### src/rtl/alu_req_arbiter_pkg.sv
// Shared definitions for the two-requester ALU arbiter: opcodes, FSM states,
// and the illegal-opcode test.
package alu_req_arbiter_pkg;

  localparam logic [2:0] OP_MOV = 3'd0;
  localparam logic [2:0] OP_NOT = 3'd1;
  localparam logic [2:0] OP_ADD = 3'd2;
  localparam logic [2:0] OP_SUB = 3'd3;
  localparam logic [2:0] OP_OR  = 3'd4;
  localparam logic [2:0] OP_AND = 3'd5;

  typedef enum logic [1:0] {
    S_IDLE = 2'd0,
    S_EXEC = 2'd1,
    S_RESP = 2'd2
  } state_t;

  // Codes above AND (6, 7) have no ALU meaning and are answered with an error.
  function automatic logic op_illegal(input logic [2:0] op);
    return op > OP_AND;
  endfunction

endpackage

### src/rtl/alu_req_arbiter_if.sv
// Bundle of the two request channels, the ALU drive/return path and the
// tagged response channel seen by the arbiter.
interface alu_req_arbiter_if #(
  parameter int N = 32
);
  logic         req0_valid;
  logic         req0_ready;
  logic [2:0]   req0_op;
  logic [N-1:0] req0_a;
  logic [N-1:0] req0_b;
  logic         req0_cin;

  logic         req1_valid;
  logic         req1_ready;
  logic [2:0]   req1_op;
  logic [N-1:0] req1_a;
  logic [N-1:0] req1_b;
  logic         req1_cin;

  logic [2:0]   alu_op;
  logic [N-1:0] alu_a;
  logic [N-1:0] alu_b;
  logic         alu_cin;
  logic [N-1:0] alu_result;
  logic         alu_cout;

  logic         resp_valid;
  logic         resp_ready;
  logic         resp_id;
  logic [N-1:0] resp_data;
  logic         resp_cout;
  logic         resp_err;

  modport slave (
    input  req0_valid, req0_op, req0_a, req0_b, req0_cin,
    input  req1_valid, req1_op, req1_a, req1_b, req1_cin,
    input  alu_result, alu_cout, resp_ready,
    output req0_ready, req1_ready,
    output alu_op, alu_a, alu_b, alu_cin,
    output resp_valid, resp_id, resp_data, resp_cout, resp_err
  );

  modport master (
    output req0_valid, req0_op, req0_a, req0_b, req0_cin,
    output req1_valid, req1_op, req1_a, req1_b, req1_cin,
    output alu_result, alu_cout, resp_ready,
    input  req0_ready, req1_ready,
    input  alu_op, alu_a, alu_b, alu_cin,
    input  resp_valid, resp_id, resp_data, resp_cout, resp_err
  );

endinterface

### src/rtl/alu_req_arbiter_rr_arb2.sv
// Two-way round-robin grant: a lone requester always wins, a tie goes to ptr.
module rr_arb2 (
  input  logic [1:0] req,
  input  logic       ptr,
  output logic [1:0] gnt
);

  always_comb begin
    gnt = req;
    if (req == 2'b11) gnt = ptr ? 2'b10 : 2'b01;
  end

endmodule

### src/rtl/alu_req_arbiter.sv
// Shares one registered ALU between two valid/ready requesters; one operation
// in flight at a time, result returned on an ID-tagged response channel.
module alu_req_arbiter
  import alu_req_arbiter_pkg::*;
#(
  parameter int N       = 32,
  parameter int ALU_LAT = 1
) (
  input logic               clk,
  input logic               rst_n,
  alu_req_arbiter_if.slave  bus
);

  localparam int CNT_W = (ALU_LAT < 1) ? 1 : $clog2(ALU_LAT + 1);

  state_t           state;
  state_t           state_nxt;
  logic             rr_ptr;
  logic             id_q;
  logic [CNT_W-1:0] cnt;

  logic [1:0]   req;
  logic [1:0]   gnt;
  logic         idle;
  logic         accept;
  logic         acc_id;
  logic         acc_ill;
  logic         lat_done;
  logic [2:0]   sel_op;
  logic [N-1:0] sel_a;
  logic [N-1:0] sel_b;
  logic         sel_cin;

  assign req = {bus.req1_valid, bus.req0_valid};

  rr_arb2 u_arb (
    .req (req),
    .ptr (rr_ptr),
    .gnt (gnt)
  );

  assign idle     = (state == S_IDLE);
  assign accept   = idle & (|gnt);
  assign acc_id   = gnt[1];
  assign sel_op   = acc_id ? bus.req1_op  : bus.req0_op;
  assign sel_a    = acc_id ? bus.req1_a   : bus.req0_a;
  assign sel_b    = acc_id ? bus.req1_b   : bus.req0_b;
  assign sel_cin  = acc_id ? bus.req1_cin : bus.req0_cin;
  assign acc_ill  = op_illegal(sel_op);
  assign lat_done = (cnt == CNT_W'(ALU_LAT));

  // State register
  always_ff @(posedge clk or negedge rst_n) begin
    if (!rst_n) state <= S_IDLE;
    else        state <= state_nxt;
  end

  // Next-state logic; illegal ops skip EXEC so the ALU is never issued
  always_comb begin
    state_nxt = state;
    case (state)
      S_IDLE:  if (accept) state_nxt = acc_ill ? S_RESP : S_EXEC;
      S_EXEC:  if (lat_done) state_nxt = S_RESP;
      S_RESP:  if (bus.resp_ready) state_nxt = S_IDLE;
      default: state_nxt = S_IDLE;
    endcase
  end

  // Outputs decoded from state
  always_comb begin
    bus.req0_ready = idle & gnt[0];
    bus.req1_ready = idle & gnt[1];
    bus.resp_valid = (state == S_RESP);
  end

  // Arbitration pointer, ALU operand hold registers and response capture
  always_ff @(posedge clk or negedge rst_n) begin
    if (!rst_n) begin
      rr_ptr        <= 1'b0;
      id_q          <= 1'b0;
      cnt           <= '0;
      bus.alu_op    <= 3'd0;
      bus.alu_a     <= '0;
      bus.alu_b     <= '0;
      bus.alu_cin   <= 1'b0;
      bus.resp_id   <= 1'b0;
      bus.resp_data <= '0;
      bus.resp_cout <= 1'b0;
      bus.resp_err  <= 1'b0;
    end else if (accept) begin
      id_q   <= acc_id;
      rr_ptr <= ~acc_id;
      if (acc_ill) begin
        bus.resp_id   <= acc_id;
        bus.resp_data <= '0;
        bus.resp_cout <= 1'b0;
        bus.resp_err  <= 1'b1;
      end else begin
        bus.alu_op  <= sel_op;
        bus.alu_a   <= sel_a;
        bus.alu_b   <= sel_b;
        bus.alu_cin <= sel_cin;
        cnt         <= '0;
      end
    end else if (state == S_EXEC) begin
      if (lat_done) begin
        bus.resp_id   <= id_q;
        bus.resp_data <= bus.alu_result;
        bus.resp_cout <= bus.alu_cout;
        bus.resp_err  <= 1'b0;
      end else begin
        cnt <= cnt + 1'b1;
      end
    end
  end

endmodule

### src/flat_wrapper.sv
// flat-port wrapper written by rule: the top's interface ports become plain ports
module alu_req_arbiter_flat import alu_req_arbiter_pkg::*;
#(
  parameter int N       = 32,
  parameter int ALU_LAT = 1
)
  (clk, rst_n, bus_req0_valid, bus_req0_op, bus_req0_a, bus_req0_b, bus_req0_cin, bus_req1_valid, bus_req1_op, bus_req1_a, bus_req1_b, bus_req1_cin, bus_alu_result, bus_alu_cout, bus_resp_ready, bus_req0_ready, bus_req1_ready, bus_alu_op, bus_alu_a, bus_alu_b, bus_alu_cin, bus_resp_valid, bus_resp_id, bus_resp_data, bus_resp_cout, bus_resp_err);
  alu_req_arbiter_if #(.N(N)) bus_i ();
  input logic clk;
  input logic rst_n;
  input wire logic [$bits(bus_i.req0_valid)-1:0] bus_req0_valid;
  input wire logic [$bits(bus_i.req0_op)-1:0] bus_req0_op;
  input wire logic [$bits(bus_i.req0_a)-1:0] bus_req0_a;
  input wire logic [$bits(bus_i.req0_b)-1:0] bus_req0_b;
  input wire logic [$bits(bus_i.req0_cin)-1:0] bus_req0_cin;
  input wire logic [$bits(bus_i.req1_valid)-1:0] bus_req1_valid;
  input wire logic [$bits(bus_i.req1_op)-1:0] bus_req1_op;
  input wire logic [$bits(bus_i.req1_a)-1:0] bus_req1_a;
  input wire logic [$bits(bus_i.req1_b)-1:0] bus_req1_b;
  input wire logic [$bits(bus_i.req1_cin)-1:0] bus_req1_cin;
  input wire logic [$bits(bus_i.alu_result)-1:0] bus_alu_result;
  input wire logic [$bits(bus_i.alu_cout)-1:0] bus_alu_cout;
  input wire logic [$bits(bus_i.resp_ready)-1:0] bus_resp_ready;
  output wire logic [$bits(bus_i.req0_ready)-1:0] bus_req0_ready;
  output wire logic [$bits(bus_i.req1_ready)-1:0] bus_req1_ready;
  output wire logic [$bits(bus_i.alu_op)-1:0] bus_alu_op;
  output wire logic [$bits(bus_i.alu_a)-1:0] bus_alu_a;
  output wire logic [$bits(bus_i.alu_b)-1:0] bus_alu_b;
  output wire logic [$bits(bus_i.alu_cin)-1:0] bus_alu_cin;
  output wire logic [$bits(bus_i.resp_valid)-1:0] bus_resp_valid;
  output wire logic [$bits(bus_i.resp_id)-1:0] bus_resp_id;
  output wire logic [$bits(bus_i.resp_data)-1:0] bus_resp_data;
  output wire logic [$bits(bus_i.resp_cout)-1:0] bus_resp_cout;
  output wire logic [$bits(bus_i.resp_err)-1:0] bus_resp_err;
  assign bus_i.req0_valid = bus_req0_valid;
  assign bus_i.req0_op = bus_req0_op;
  assign bus_i.req0_a = bus_req0_a;
  assign bus_i.req0_b = bus_req0_b;
  assign bus_i.req0_cin = bus_req0_cin;
  assign bus_i.req1_valid = bus_req1_valid;
  assign bus_i.req1_op = bus_req1_op;
  assign bus_i.req1_a = bus_req1_a;
  assign bus_i.req1_b = bus_req1_b;
  assign bus_i.req1_cin = bus_req1_cin;
  assign bus_i.alu_result = bus_alu_result;
  assign bus_i.alu_cout = bus_alu_cout;
  assign bus_i.resp_ready = bus_resp_ready;
  assign bus_req0_ready = bus_i.req0_ready;
  assign bus_req1_ready = bus_i.req1_ready;
  assign bus_alu_op = bus_i.alu_op;
  assign bus_alu_a = bus_i.alu_a;
  assign bus_alu_b = bus_i.alu_b;
  assign bus_alu_cin = bus_i.alu_cin;
  assign bus_resp_valid = bus_i.resp_valid;
  assign bus_resp_id = bus_i.resp_id;
  assign bus_resp_data = bus_i.resp_data;
  assign bus_resp_cout = bus_i.resp_cout;
  assign bus_resp_err = bus_i.resp_err;
  alu_req_arbiter #(.N(N), .ALU_LAT(ALU_LAT)) u_core (.clk(clk), .rst_n(rst_n), .bus(bus_i));
endmodule
### config.mk
export PLATFORM = sky130hd
export DESIGN_NAME = alu_req_arbiter_flat
export DESIGN_NICKNAME = d
export VERILOG_FILES = /design/src/rtl/alu_req_arbiter_pkg.sv /design/src/rtl/alu_req_arbiter_if.sv /design/src/rtl/alu_req_arbiter_rr_arb2.sv /design/src/rtl/alu_req_arbiter.sv /design/src/flat_wrapper.sv
export SDC_FILE = /design/constraint.sdc
export NUM_CORES = 1
export LEC_CHECK = 0
export BUFFER_PORTS_ARGS = -buffer_cell sky130_fd_sc_hd__buf_2
export CAP_MARGIN = 20
export CELL_PAD_IN_SITES_DETAIL_PLACEMENT = 2
export CELL_PAD_IN_SITES_GLOBAL_PLACEMENT = 2
export CORE_ASPECT_RATIO = 0.8
export CORE_MARGIN = 2
export CORE_UTILIZATION = 24
export CTS_CLUSTER_DIAMETER = 30
export DETAILED_ROUTE_END_ITERATION = 10
export HOLD_SLACK_MARGIN = 0.03
export PLACE_DENSITY = 0.83
export SKIP_CTS_REPAIR_TIMING = 1
export SLEW_MARGIN = 20
export SYNTH_ARGS = -nofsm -noshare
export SYNTH_HDL_FRONTEND = slang
export SYNTH_SLANG_ARGS = --single-unit
### constraint.sdc
create_clock -name clk -period 2 [get_ports clk]
set_clock_uncertainty 0.15 [all_clocks]
set_input_delay 0.2 -clock clk [delete_from_list [all_inputs] [get_ports clk]]
set_output_delay 0.2 -clock clk [all_outputs]
set_load 0.02 [all_outputs]
==> metrics.yaml <==
cts_buffers: 9
syn_avg_cell_area_um2: 12.3
place_ws_ps: -21.7
track_usage_pct: 14.8
portBuffers: 279
die_y_um: 133
min_period_ps: 1980
tightest_slew_ps: 433
htree_levels: 3
ir_drop_mv: 0.542
p_seq_share_pct: 33.3
syn_area_mm2: 0.00498
die_area_mm2: 0.0219
grt_max_degree: 60
fin_crit_sh_pct: 99.2
path_cells: "nor2b_4, or4_4, nand3_4, clkbuf_16, mux2_2"
hold_class: "primary input to register"
cts_max_path_buffers: 2
power_frac_comb_pct: 51.3
routed_via_density: 4.41
fill_cells: 2229
clkTransAtPathRegs_ps: 70
ant_nets: 0
regArea_mm2: 0.00270
critPathMaxFanout: 17
met3_length_mm: 1.59
dr_wl_met2_mm: 9.45
timing.hold.ws_ps: 42.8
leakage_nw: 3.90
drt_first_pass_iters: 5
multi_input_area_mm2: 0.00232
drt_iter0_drc: 94
grt_first_pass_wirelength_mm: 25.3
finalPower_mw: 11.6
grt_antenna_before_repair: 0
root_buffer: "clkbuf_16"
nNetsFinal: 901
syn_inst: 405
max_freq_mhz: 504
end_kind: "register"
cp.required_ps: 2080
initial_core_util_pct: 24.3
worstSkewPairLatency_ps: 340
seq_area_frac_synth_pct: 54.3
setup_viol: 0
grt_overflow_total: 0
drc_errors: 0
routed_wl_mm: 18.2
num_vias: 4411
finalWorstSetupSlack_ps: 15.4
rsz0062_at_grt: "yes"
post-place-cells: 945
power_frac_clock_pct: 15.4
dp_hpwl_mm: 12.8
final-hold-violation-count: 0
yosys-top-cells-area: "dfrtp_1, mux2_2, nand2_1"
layout.cells.non_filler: 1001
first_global_vias: 4706
clkSinkCount: 108
highest_layer: "met4"
yosysWarnings: 0
synth_top_area_share_pct: 54.3
p_per_area_mw_per_mm2: 1500
arrival_ps: 2060
crit_path_max_incr_delay_ps: 460
synth_fp_nets: 579
status: "finished clean"
tns_ps: 0
syn_to_final_growth_pct: 55.2
diodes: 0
synth-seq-cells: 108
intPower_mw: 6.86
swShare_pct: 41.0
boundaryPins: 280
synth_largest_area_cell: "dfrtp_1"
gp_congestion: 0.713
wl_met1_mm: 6.97
design.core.area_mm2: 0.0205
switchingPower_mw: 4.76
ys_types: 31
start_kind: "register"
die_w_um: 165
final_layout_size_suffix_gt1_share_pct: 61.9
wl_per_cell_um: 18.2
max-cap-violations: 0
report.final.slew_viol_count: 0
cts_tree: "yes"
max_slew_margin_pct: 71.1
rows: 47
crit_slowest_cell: "or4_4"
critical_path_class: "register to register"
## cell type report
cell class,instances,area share [%]
multi-input cells,265,30.0
well taps,269,4.35
repair buffers,336,26.6
clock buffers,11,3.27
flip-flops and latches,108,35.0
inverters,7,0.340
clock inverters,5,0.550
## cell usage after synthesis, drive strengths merged
cell type,count
or4,1
o21ai,37
o21a,1
and2,1
a211o,1
o211ai,3
nor2b,3
a2bb2oi,1
a222oi,1
buf,15
inv,7
dfrtp,108
nand2,68
nor3,1
a21boi,2
a21o,3
nor2,2
a31oi,1
mux2,132
nand2b,2
a21oi,3
clkbuf,10
nand3,2
## worst max-delay path: cells and delay by family, from the launching register on
family | cells | cell delay [ps]
simple gates | 3 | 710
flops | 1 | 430
mux | 1 | 340
buf+inv | 1 | 220
## registers in the layout (all words and copies together) (netlist names)
| name | count |
|---|---|
| u_core.bus.alu_a | 32 |
| u_core.bus.alu_b | 32 |
| u_core.bus.alu_cin | 1 |
| u_core.bus.alu_op | 3 |
| u_core.bus.resp_cout | 1 |
| u_core.bus.resp_data | 32 |
| u_core.bus.resp_err | 1 |
| u_core.bus.resp_id | 1 |
| u_core.cnt | 1 |
| u_core.id_q | 1 |
| u_core.rr_ptr | 1 |
| u_core.state | 2 |
## power groups by stage
stage | logic (mW) | clock network [mW] | registers (mW)
floorplan | 2.05 | 0 | 5.04
global placement | 5.24 | 0 | 3.75
detailed placement | 5.43 | 0 | 3.84
CTS | 5.43 | 1.87 | 3.81
global route | 6.43 | 1.95 | 4.01
finish | 5.96 | 1.79 | 3.86
## kinds of logic (layout without fill, tap and decap cells)
group,after synthesis,after routing,share of synthesized area (%)
AOI/OAI and AO/OA,53,53,6.13
DFF,108,108,54.3
muxes,132,132,29.8
and+or+nand+nor,80,80,6.66
buffers and inverters,32,359,3.11
## cell usage in the layout (no fill, tap or decap), types with 2 or more instances in the layout
cell type | synthesis | final
a21boi_0 | 2 | 2
a21o_1 | 3 | 3
a21oi_1 | 2 | 2
buf_12 | 0 | 8
buf_2 | 11 | 277
buf_4 | 3 | 13
clkbuf_16 | 0 | 11
clkbuf_8 | 0 | 2
dfrtp_1 | 108 | 108
dlygate4sd3_1 | 0 | 35
inv_1 | 6 | 6
inv_6 | 0 | 3
mux2_1 | 11 | 5
mux2_2 | 121 | 87
mux2_4 | 0 | 40
nand2_1 | 68 | 68
nor2b_1 | 3 | 2
o211ai_1 | 3 | 3
o21ai_0 | 28 | 28
o21ai_1 | 9 | 9
## path summary, 6_finish.rpt
path	from	end	slack (ps)	depth (start not counted)
min in group asynchronous	rst_n	u_core.bus.resp_data[26]	140	2
hold / removal	bus_req1_a[26]	u_core.bus.alu_a[26]	40	3
hold reg to reg	u_core.bus.alu_a[18]	u_core.bus.alu_a[18]	340	1
max in group asynchronous	rst_n	u_core.bus.alu_a[18]	810	3
setup reg to reg	u_core.rr_ptr	u_core.bus.alu_b[17]	20	5
setup / recovery	u_core.rr_ptr	u_core.bus.alu_b[17]	20	5
## routing by layer
metal  vias to the layer above  track usage [%]
li1                       2046                -
met1                      2181             16.4
met2                       169             26.6
met3                        15             5.55
met4                         0             3.72
met5                         -                0
## metrics by stage
stage	util, %	cell area, µm²
5_1_grt	37.7	7730
3_3_place_gp	33.3	6830
6_report	37.7	7730
4_1_cts	34.7	7130
3_5_place_dp	33.3	6830
2_1_floorplan	-	4990
(Power assumes the default switching activity.)
